File: src/rtl/alu_sel_pkg.sv
// ALU result-select package: operation codes, source indices and the code-to-source decode.
package alu_sel_pkg;

   localparam int unsigned SRC_IDX_W = 4;

   localparam logic [3:0] ALU_ADD      = 4'b0000;
   localparam logic [3:0] ALU_SUB      = 4'b0001;
   localparam logic [3:0] ALU_AND      = 4'b0010;
   localparam logic [3:0] ALU_OR       = 4'b0011;
   localparam logic [3:0] ALU_XOR      = 4'b0100;
   localparam logic [3:0] ALU_LUI      = 4'b0110;
   localparam logic [3:0] ALU_SLL      = 4'b0101;
   localparam logic [3:0] ALU_SRL      = 4'b0111;
   localparam logic [3:0] ALU_SRA      = 4'b1101;
   localparam logic [3:0] ALU_ROR      = 4'b1111;
   localparam logic [3:0] ALU_EXT_BASE = 4'b1000;

   localparam logic [SRC_IDX_W-1:0] SRC_AS   = SRC_IDX_W'(0);
   localparam logic [SRC_IDX_W-1:0] SRC_AND  = SRC_IDX_W'(1);
   localparam logic [SRC_IDX_W-1:0] SRC_OR   = SRC_IDX_W'(2);
   localparam logic [SRC_IDX_W-1:0] SRC_XOR  = SRC_IDX_W'(3);
   localparam logic [SRC_IDX_W-1:0] SRC_LUI  = SRC_IDX_W'(4);
   localparam logic [SRC_IDX_W-1:0] SRC_SH   = SRC_IDX_W'(5);
   localparam logic [SRC_IDX_W-1:0] SRC_EXT0 = SRC_IDX_W'(6);

   // Returns {illegal, source index}; extension codes are legal only when that unit exists.
   function automatic logic [SRC_IDX_W:0] alu_decode(input logic [3:0] code,
                                                     input int unsigned nsrc);
      logic                 ill;
      logic [SRC_IDX_W-1:0] idx;
      int unsigned          ext_k;
      ill   = 1'b0;
      idx   = SRC_AS;
      ext_k = 32'(code - ALU_EXT_BASE);
      case (code)
         ALU_ADD, ALU_SUB:                 idx = SRC_AS;
         ALU_AND:                          idx = SRC_AND;
         ALU_OR:                           idx = SRC_OR;
         ALU_XOR:                          idx = SRC_XOR;
         ALU_LUI:                          idx = SRC_LUI;
         ALU_SLL, ALU_SRL, ALU_SRA, ALU_ROR: idx = SRC_SH;
         default: begin
            if ((code >= ALU_EXT_BASE) && ((32'd6 + ext_k) < nsrc)) begin
               idx = SRC_EXT0 + SRC_IDX_W'(ext_k);
            end else begin
               ill = 1'b1;
            end
         end
      endcase
      return {ill, idx};
   endfunction

endpackage

File: src/rtl/res_skid_buf.sv
// Two-entry valid/ready buffer; head entry is always presented on out_data.
module res_skid_buf #(
   parameter int unsigned DW = 33
) (
   input  logic          clk,
   input  logic          rst,
   input  logic          in_valid,
   output logic          in_ready,
   input  logic [DW-1:0] in_data,
   output logic          out_valid,
   input  logic          out_ready,
   output logic [DW-1:0] out_data
);

   logic [DW-1:0] mem_q [2];
   logic [DW-1:0] mem_d [2];
   logic          wr_ptr_q, wr_ptr_d;
   logic          rd_ptr_q, rd_ptr_d;
   logic [1:0]    count_q, count_d;
   logic          push;
   logic          pop;

   assign in_ready  = (count_q != 2'd2);
   assign out_valid = (count_q != 2'd0);
   assign out_data  = mem_q[rd_ptr_q];
   assign push      = in_valid & in_ready;
   assign pop       = out_valid & out_ready;

   // Next-state: write tail on push, advance head on pop; 1-bit pointers wrap naturally.
   always_comb begin
      mem_d[0] = mem_q[0];
      mem_d[1] = mem_q[1];
      wr_ptr_d = wr_ptr_q;
      rd_ptr_d = rd_ptr_q;
      count_d  = count_q;
      if (push) begin
         mem_d[wr_ptr_q] = in_data;
         wr_ptr_d        = ~wr_ptr_q;
      end
      if (pop) begin
         rd_ptr_d = ~rd_ptr_q;
      end
      case ({push, pop})
         2'b10:   count_d = count_q + 2'd1;
         2'b01:   count_d = count_q - 2'd1;
         default: count_d = count_q;
      endcase
   end

   always_ff @(posedge clk) begin
      if (rst) begin
         mem_q[0] <= '0;
         mem_q[1] <= '0;
         wr_ptr_q <= 1'b0;
         rd_ptr_q <= 1'b0;
         count_q  <= 2'd0;
      end else begin
         mem_q[0] <= mem_d[0];
         mem_q[1] <= mem_d[1];
         wr_ptr_q <= wr_ptr_d;
         rd_ptr_q <= rd_ptr_d;
         count_q  <= count_d;
      end
   end

endmodule

File: src/rtl/alu_result_pipe.sv
// Registered ALU result select: decode ALUControl, pick a source, buffer it on valid/ready.
// Define ALU_RESULT_FLAGS_EN to add per-entry out_zero/out_neg flags.
module alu_result_pipe
   import alu_sel_pkg::*;
#(
   parameter int unsigned WIDTH = 32,
   parameter int unsigned NSRC  = 6
) (
   input  logic                  clk,
   input  logic                  rst,
   input  logic [NSRC*WIDTH-1:0] src_data,
   input  logic [3:0]            ALUControl,
   input  logic                  in_valid,
   output logic                  in_ready,
   output logic                  out_valid,
   input  logic                  out_ready,
   output logic [WIDTH-1:0]      out_data,
`ifdef ALU_RESULT_FLAGS_EN
   output logic                  out_zero,
   output logic                  out_neg,
`endif
   output logic                  out_illegal
);

`ifdef ALU_RESULT_FLAGS_EN
   localparam int unsigned FLAG_W = 2;
`else
   localparam int unsigned FLAG_W = 0;
`endif
   localparam int unsigned DW = WIDTH + 1 + FLAG_W;

   logic [SRC_IDX_W:0]   dec;
   logic                 dec_ill;
   logic [SRC_IDX_W-1:0] dec_idx;
   logic [WIDTH-1:0]     sel_data;
   logic [DW-1:0]        entry_in;
   logic [DW-1:0]        entry_head;

   assign dec     = alu_decode(ALUControl, NSRC);
   assign dec_ill = dec[SRC_IDX_W];
   assign dec_idx = dec[SRC_IDX_W-1:0];

   // Source mux; an illegal code forces zero data.
   always_comb begin
      sel_data = '0;
      for (int unsigned k = 0; k < NSRC; k++) begin
         if (dec_idx == SRC_IDX_W'(k)) begin
            sel_data = src_data[k*WIDTH +: WIDTH];
         end
      end
      if (dec_ill) begin
         sel_data = '0;
      end
   end

`ifdef ALU_RESULT_FLAGS_EN
   assign entry_in = {sel_data[WIDTH-1], (sel_data == '0), dec_ill, sel_data};
`else
   assign entry_in = {dec_ill, sel_data};
`endif

   res_skid_buf #(.DW(DW)) u_buf (
      .clk       (clk),
      .rst       (rst),
      .in_valid  (in_valid),
      .in_ready  (in_ready),
      .in_data   (entry_in),
      .out_valid (out_valid),
      .out_ready (out_ready),
      .out_data  (entry_head)
   );

   assign out_data    = entry_head[WIDTH-1:0];
   assign out_illegal = entry_head[WIDTH];
`ifdef ALU_RESULT_FLAGS_EN
   assign out_zero    = entry_head[WIDTH+1];
   assign out_neg     = entry_head[WIDTH+2];
`endif

endmodule
File: config.mk
export PLATFORM = sky130hd
export DESIGN_NAME = alu_result_pipe
export DESIGN_NICKNAME = d
export VERILOG_FILES = /design/src/rtl/alu_sel_pkg.sv /design/src/rtl/res_skid_buf.sv /design/src/rtl/alu_result_pipe.sv
export SDC_FILE = /design/constraint.sdc
export NUM_CORES = 1
export LEC_CHECK = 0
export ABC_AREA = 1
export BUFFER_PORTS_ARGS = -buffer_cell sky130_fd_sc_hd__buf_2
export CAP_MARGIN = 20
export CORE_ASPECT_RATIO = 2
export CORE_UTILIZATION = 40
export CTS_CLUSTER_DIAMETER = 80
export CTS_CLUSTER_SIZE = 16
export DETAILED_ROUTE_END_ITERATION = 6
export GPL_ROUTABILITY_DRIVEN = 0
export GPL_TIMING_DRIVEN = 0
export PLACE_DENSITY = 0.7
export SETUP_SLACK_MARGIN = 0.3
export SLEW_MARGIN = 40
export SYNTH_ARGS = -nofsm -noshare
export SYNTH_HDL_FRONTEND = slang
export SYNTH_SLANG_ARGS = --single-unit
File: constraint.sdc
create_clock -name clk -period 4.4 [get_ports clk]
set_input_delay 0.88 -clock clk [delete_from_list [all_inputs] [get_ports clk]]
set_output_delay 0.88 -clock clk [all_outputs]
set_load 0.1 [all_outputs]
---- After elaboration in Yosys (flattened, before gate mapping) ----
Memory sizes are Yosys's and may differ from the RTL's. A register that Yosys moved wholly into a read port is not among the register bits.
Cells that the tools add are included.
storage, ports and cells
  bits in registers ....................... 4
  memory bits (writable) .................. 66
  input bits .............................. 200
  output and inout bits ................... 35
  word-level logic and storage cells ...... 69
  memories kept ........................... 1
memories
  name         depth  width  rd ports  clocked after Yosys merged registers in  write ports  RTL line            RTL
  u_buf.mem_q  2      33     3         1                                        2            res_skid_buf.sv:15  logic [DW-1:0] mem_q [2];
cells by class
  $add $sub $neg .......................... 5
  order comparisons ....................... 4
  equality and inequality tests ........... 17
  mux-type cells .......................... 23
  bitwise logic cells ..................... 7
  reductions and logical operators ........ 9
operators with widths
  cell                                                      count
  two-way mux 32 bit                                        7
  two-way mux 33 bit                                        3
  bitwise mux 66 bit                                        1
  two-way mux 66 bit                                        1
  demux 33 bit (select 1 bit)                               1
  < comparator 32 x 3 -> 1 bit, second input constant       1
  equality test 4 x 3 -> 1 bit, second input constant       6
  case mux 4 bit (6 select lines)                           1
  equality test 4 x 2 -> 1 bit, second input constant       4
  OR reduction 10 bit                                       1
  equality test 4 x 1 -> 1 bit, second input constant       2
  equality test 4 bit, second input constant                2
  zero test 4 bit                                           2
  two-way mux 1 bit                                         7
  adder 4 x 5 -> 6 bit, first input constant                1
  subtractor 4 x 4 -> 5 bit, second input constant          1
  adder 3 x 4 -> 4 bit, first input constant                1
  greater-or-equal comparator 4 bit, second input constant  1
  two-way mux 4 bit                                         1
  case mux 2 bit (2 select lines)                           1
  nonzero test 2 bit                                        2
  OR reduction 4 bit                                        1
  adder 2 x 1 -> 2 bit, second input constant               1
  bitwise AND 1 bit                                         2
  other kinds (11)                                          14

---- Longest topological paths before layout ----
Gate-level depths: netlist (run 1).
  word-level depth ........................ 17
  mapped depth ............................ 18
  mapped depth without buffers ............ 16

---- Modules after synthesis ----
A second synthesis (run 1) with hierarchy kept.
unflattened totals
  cells, all modules ...................... 1121
  area total of the unflattened synthesis .. 6224.7 µm²
by module, submodules not included
  module           instances  cells an instance  area each (µm²)  sequential area each (µm²)
  res_skid_buf     1          640                3862.5           1421.4
  alu_result_pipe  1          481                2362.3           0.0

---- Worst setup path after synthesis (run 1) ----
OpenSTA, ideal clock, no wires.
  kind .................................... register to output
  start ................................... register with a tool-made name
  end ..................................... output port out_illegal
  data arrival time ....................... 2.395 ns
  required time ........................... 3.520 ns
  setup slack ............................. 1.125 ns
  cell stages (with the launch flop) ...... 5
  path buffers ............................ 2
  path through ............................ dfxtp_1 clkbuf_1 clkbuf_1 nor2_1 a21oi_1
RTL lines
  item       RTL line               RTL
  to (decl)  alu_result_pipe.sv:22  output logic out_illegal

==> flow_summary.ini, run 1 <==
[power]
p_leak_nw = 3.60
powerDensity_nw_per_um2 = 416
maximum_vdd_ir_drop_mv = 0.422

[cts]
clk_root_buffer_cell = clkbuf_16
clock_tree_from_tritoncts = done
ctsLongestPathBuffers = 2
numClockSinks = 71
htree_levels = 3
clkSlewWorstSetupHoldPaths_ns = 0.06
cts-hold-fix-buffers = 0
postCtsResizedCells = 0
worst_skew_pair_latency_ns = 0.33
cts-buffers-inserted = 9
cts.repair_timing.setup_buffer_count = 0

[die]
design.core.area_um2 = 12600
dieArea_um2 = 13300
start_util_pct = 40.9
io_pins = 235
floorplan.die.width_um = 82.1
floorplan.rows = 58
die_h_um = 162

[worst_hold_path]
number_of_instances_on_the_worst_hold_path = 2
min_path_type = register to register

[cells_and_area]
syn2layout_area_growth_pct = 32.6
nets = 1276
layout.cells.most_common = buf_2
most_frequent_cells_in_the_layout = 253 x buf_2, 207 x nand2_1, 133 x nand3_1
drive_above_1_share_pct = 30.4
number_of_fill_cells_in_the_layout = 1358

[worst_setup_path]
worstReg2RegStart = u_buf.count_q[0]
setup.worst_path.class = primary input to register
path_max_fanout = 10
worstReg2RegEnd = u_buf.mem_q[0][29]
worst-endpoint-required_ns = 4.59
worst-r2r-cell-count = 8
ff2ff_setup_slack_ns = 2.46
timing.critical_path.arrival_ns = 3.30
setup.worst_path.start = ALUControl[1]
sort_of_element_at_the_start_of_the_critical_path = primary input
cp-endpoint = u_buf.mem_q[0][18]
timing.critical_path.to_type = register

[routing]
drc_violation_count_after_routing = 0
ant_nets = 0
drt_first_iter_violations = 339
total_iterations_of_the_first_detailed_routing_run = 6
detail_route.wl_per_cell_um = 14.8
vias_after_detailed_routing = 6400
vias_per_cell = 5.20
totalWireLength_mm = 18.2

[logic_synthesis]
synth_sequential_area_ratio_pct = 27.7
ys_seq_elements = 71
netlist.top_cell.by_area = dfxtp_1
yosysWarningCount = 0
synth.top_cell.area_share_pct = 27.7
post_synth_main_area_contributors = dfxtp_1 28%, nand2_1 15%, nand3_1 13%, a21oi_1 10%, mux2_2 7.0%
synth.avg_cell_area_um2 = 6.21
synthesis.instances = 828
syn-cell-area_um2 = 5140
netlist-cell-type-count = 25
synthesis.nets = 1032

[global_routing]
global_route.usage.total_pct = 27.9
first_global_vias = 6121
grt_pass1_wl_mm = 28.6
grt-ovfl-total = 0
grt_start_max_net_pins = 12
antenna_violations_before_repair = 4

[sta]
maxClockFrequency_mhz = 322
fin_crit_sh_pct = 70.6
timing_worst_slew_pin_value_ns = 0.604
final_setup_violations = 0
final_max_slew_viol_count = 0
max_slew_margin_pct = 59.7
layout_setup_ws_ns = 1.29
fin_tns_setup_ns = 0
hold_viol = 0
layout_min_cycle_time_ns = 3.11
finClkSkew_ns = 0.00684
grt_setup_unrepaired = false

[place]
place.detailed.hpwl_mm = 14.9
place.port_buffers = 233
preCtsSetupSlack_ns = 0.975

[status]
outcome = finished clean

[job]
drv.max_cap_violation_count = 0
power breakdown:
group | internal [mW] | switching [mW]
Clock | 0.483 | 0.260
Sequential | 0.723 | 0.0357
Combinational | 0.354 | 0.979
through the flow:
step	hold WS, ns	utilization, %	power (mW)	instance area (um^2)	instances
after floorplan	0.426	-	1.79	5140	828
after global routing	0.474	54.2	2.98	6810	1230
after global placement	0.438	51.7	2.09	6490	1211
after CTS	0.455	54.2	2.84	6800	1227
final	0.451	54.3	2.83	6810	1231
after detailed placement	0.446	51.7	2.10	6490	1211
sequential cells by signal (all words and copies together), names as in the netlist, named ones only:
register	flops
u_buf.count_q	2
u_buf.mem_q	66
u_buf.rd_ptr_q	1
u_buf.wr_ptr_q	1
worst min path at each step:
| stage | endpoint | from | slack [ns] |
|---|---|---|---|
| floorplan | register | u_buf.rd_ptr_q | 0.43 |
| global placement | u_buf.rd_ptr_q | u_buf.rd_ptr_q | 0.44 |
| detailed placement | u_buf.mem_q[1][2] | u_buf.mem_q[1][2] | 0.45 |
| CTS | u_buf.mem_q[1][29] | u_buf.mem_q[1][29] | 0.45 |
| global route | u_buf.mem_q[1][8] | u_buf.mem_q[1][8] | 0.47 |
| finish | u_buf.mem_q[1][2] | u_buf.mem_q[1][2] | 0.45 |
kinds of logic after synthesis:
| family | Yosys count | share of synthesized area [%] |
|---|---|---|
| AOI/OAI and AO/OA | 179 | 17.6 |
| and+or+nand+nor | 389 | 34.0 |
| muxes | 32 | 7.01 |
| adders and majority gates | 4 | 0.974 |
| buffers and inverters | 153 | 12.8 |
| DFF | 71 | 27.7 |
cell usage after synthesis (all sizes together):
library cell  count
nand4            34
o21a              1
and2              1
clkbuf           32
dfxtp            71
ha                4
nand2           211
a21oi           105
nor2              9
o22ai             1
mux2             32
inv              83
nand3           134
buf              38
o21ai            72
cell type report:
class | count | area (um^2) | area share, %
Antenna cell | 4 | 10.0 | 0.147
Buffer | 70 | 344 | 5.05
Clock buffer | 13 | 270 | 3.97
Clock inverter | 3 | 40.0 | 0.588
Inverter | 83 | 312 | 4.57
Multi-Input combinational cell | 604 | 3060 | 44.9
Sequential cell | 71 | 1420 | 20.9
Tap cell | 150 | 188 | 2.75
Timing Repair Buffer | 233 | 1170 | 17.1
critical path, stage by stage:
cell	delay (ns)
buf_2	0.11
inv_1	0.12
ha_1	0.23
ha_1	0.27
nand2_1	0.06
nor2_2	0.17
nand3_2	0.23
nand2_2	0.18
nand2_2	0.09
nor2_4	0.21
buf_1	0.43
a21oi_1	0.14
nand2_1	0.11
a21oi_1	0.07
routing by layer:
metal	vias to the layer above	GRT usage, %	share of wire (%)
li1	3268	-	-
met1	2828	31.3	38
met2	249	48.8	53
met3	55	3.26	4.6
met4	0	15.8	4.9
met5	-	0	0
(Power assumes the default switching activity.)
==> run 2, diff against run 1 <==
Clock period 4.4 ns to 3.15 ns, I/O delays scaled along.
==> run 2 against run 1 <==
Net effect:
- die area unchanged
- routed wire length grew 1.4%
- global-route usage down 0.20 points
- critical path type is now register to output port
- power grew 42%
- critical endpoint is now out_data[28]
- clock power is 47% higher
- worst hold slack hardly changed
==> flow_summary.ini, run 2 (same netlist as run 1, synthesis figures left out) <==
[cts]
cts-hold-fix-buffers = 0
clkSlewWorstSetupHoldPaths_ns = 0.06
worst_skew_pair_latency_ns = 0.33
ctsLongestPathBuffers = 2
htree_levels = 3
numClockSinks = 71
cts.repair_timing.setup_buffer_count = 0
clk_root_buffer_cell = clkbuf_16
cts-buffers-inserted = 9
clock_tree_from_tritoncts = done

[worst_hold_path]
min_path_type = register to register
worst_hold_path_startpoint = u_buf.mem_q[1][20]

[place]
preCtsSetupSlack_ns = -0.0346
place_area_um2 = 6500
place.port_buffers = 233
place.detailed.hpwl_mm = 15.0

[sta]
fin_tns_setup_ns = 0
layout_min_cycle_time_ns = 2.69
grt_setup_unrepaired = false
fin_crit_sh_pct = 85.5
layout_setup_ws_ns = 0.457
final_max_slew_viol_count = 0
finClkSkew_ns = 0.00540
hold-worst-slack_ns = 0.451
maxClockFrequency_mhz = 371
hold_viol = 0
max_slew_margin_pct = 60.4
timing_worst_slew_pin_value_ns = 0.594
final_setup_violations = 0

[status]
outcome = finished clean

[routing]
detail_route.wl_per_cell_um = 15.1
totalWireLength_mm = 18.5
ant_nets = 0
drt_first_iter_violations = 357
drc_violation_count_after_routing = 0
vias_after_detailed_routing = 6396
total_iterations_of_the_first_detailed_routing_run = 5
vias_per_cell = 5.21

[die]
dieArea_um2 = 13300
floorplan.die.width_um = 82.1
floorplan.rows = 58
design.core.area_um2 = 12600
die_h_um = 162
start_util_pct = 40.9
io_pins = 235

[worst_setup_path]
setup.worst_path.class = register to output port
timing.critical_path.to_type = output port
sort_of_element_at_the_start_of_the_critical_path = register
timing.critical_path.arrival_ns = 2.06
worst-endpoint-required_ns = 2.52
path_max_fanout = 10
worstReg2RegStart = u_buf.count_q[0]

[cells_and_area]
nets = 1276
most_frequent_cells_in_the_layout = 254 x buf_2, 206 x nand2_1, 133 x nand3_1
area_of_all_placed_cells_without_fillers_um2 = 6850
biggestRegsByFlops = u_buf.mem_q: 66 flops, u_buf.count_q: 2 flops
layout.cells.most_common = buf_2
largest_register_ffs = 66
syn2layout_area_growth_pct = 33.3
register_bank_with_the_most_flops = u_buf.mem_q
drive_above_1_share_pct = 31.3

[power]
design_power_total_mw = 4.02
maximum_vdd_ir_drop_mv = 0.686
powerDensity_nw_per_um2 = 587
p_leak_nw = 3.63

[global_routing]
grt-ovfl-total = 0
grt_start_max_net_pins = 13
antenna_violations_before_repair = 0
global_route.usage.total_pct = 27.7
first_global_vias = 6003
grt_pass1_wl_mm = 28.2

[job]
drv.max_cap_violation_count = 0
run 2: cell count changes in the layout (fill, tap and decap cells not counted), sizes merged:
cell      previous run  this run
clkinvlp             0         1
bufinv               1         2
clkbuf              45        44
buf                271       270
diode                4         1
run 2: stage by stage:
stage,utilization (%),cells
detailed placement,51.7,1211
global placement,51.7,1211
global route,54.5,1227
finish,54.5,1228
floorplan,-,828
CTS,54.4,1227
run 2: per-layer routing:
layer | wire length (um) | part of all wire (%) | vias to the layer above | track usage (%)
met4 | 671 | 3.6 | 0 | 13.6
met1 | 6960 | 38 | 2861 | 29.6
met2 | 9950 | 54 | 225 | 50.6
met3 | 915 | 4.9 | 46 | 3.93
li1 | - | - | 3264 | -
met5 | 0 | 0 | - | 0
run 2: worst paths after layout:
kind | to | slack [ns] | cells after the start
max | out_data[28] | 0.46 | 4
min | u_buf.mem_q[1][20] | 0.45 | 2
max reg2reg | u_buf.mem_q[0][30] | 1.26 | 8
min reg2reg | u_buf.mem_q[1][20] | 0.45 | 2
run 2: final cells by class:
cell class	count	area (um^2)
Inverter	83	312
Clock inverter	5	81.3
Sequential cell	71	1420
Tap cell	150	188
Multi-Input combinational cell	604	3080
Timing Repair Buffer	233	1170
Fill cell	1359	5710
Antenna cell	1	2.50
Clock buffer	11	243
Buffer	70	354
run 2: repair_timing:
| item | 4_1_cts | 5_1_grt |
|---|---|---|
| hold endpoints to repair | 0 | 0 |
| resized for setup | 4 | 10 |
| setup endpoints to repair | 14 | 39 |
run 2: report_power, final:
group | switching (mW) | internal [mW]
registers | 0.0502 | 1.01
clock network | 0.374 | 0.714
logic | 1.37 | 0.499
total | 1.80 | 2.22
run 2: worst max-delay path: stages (launching register included):
cell      delay (ns)
dfxtp_1         0.30
clkbuf_1        0.36
clkbuf_2        0.37
mux2_2          0.40
buf_2           0.30
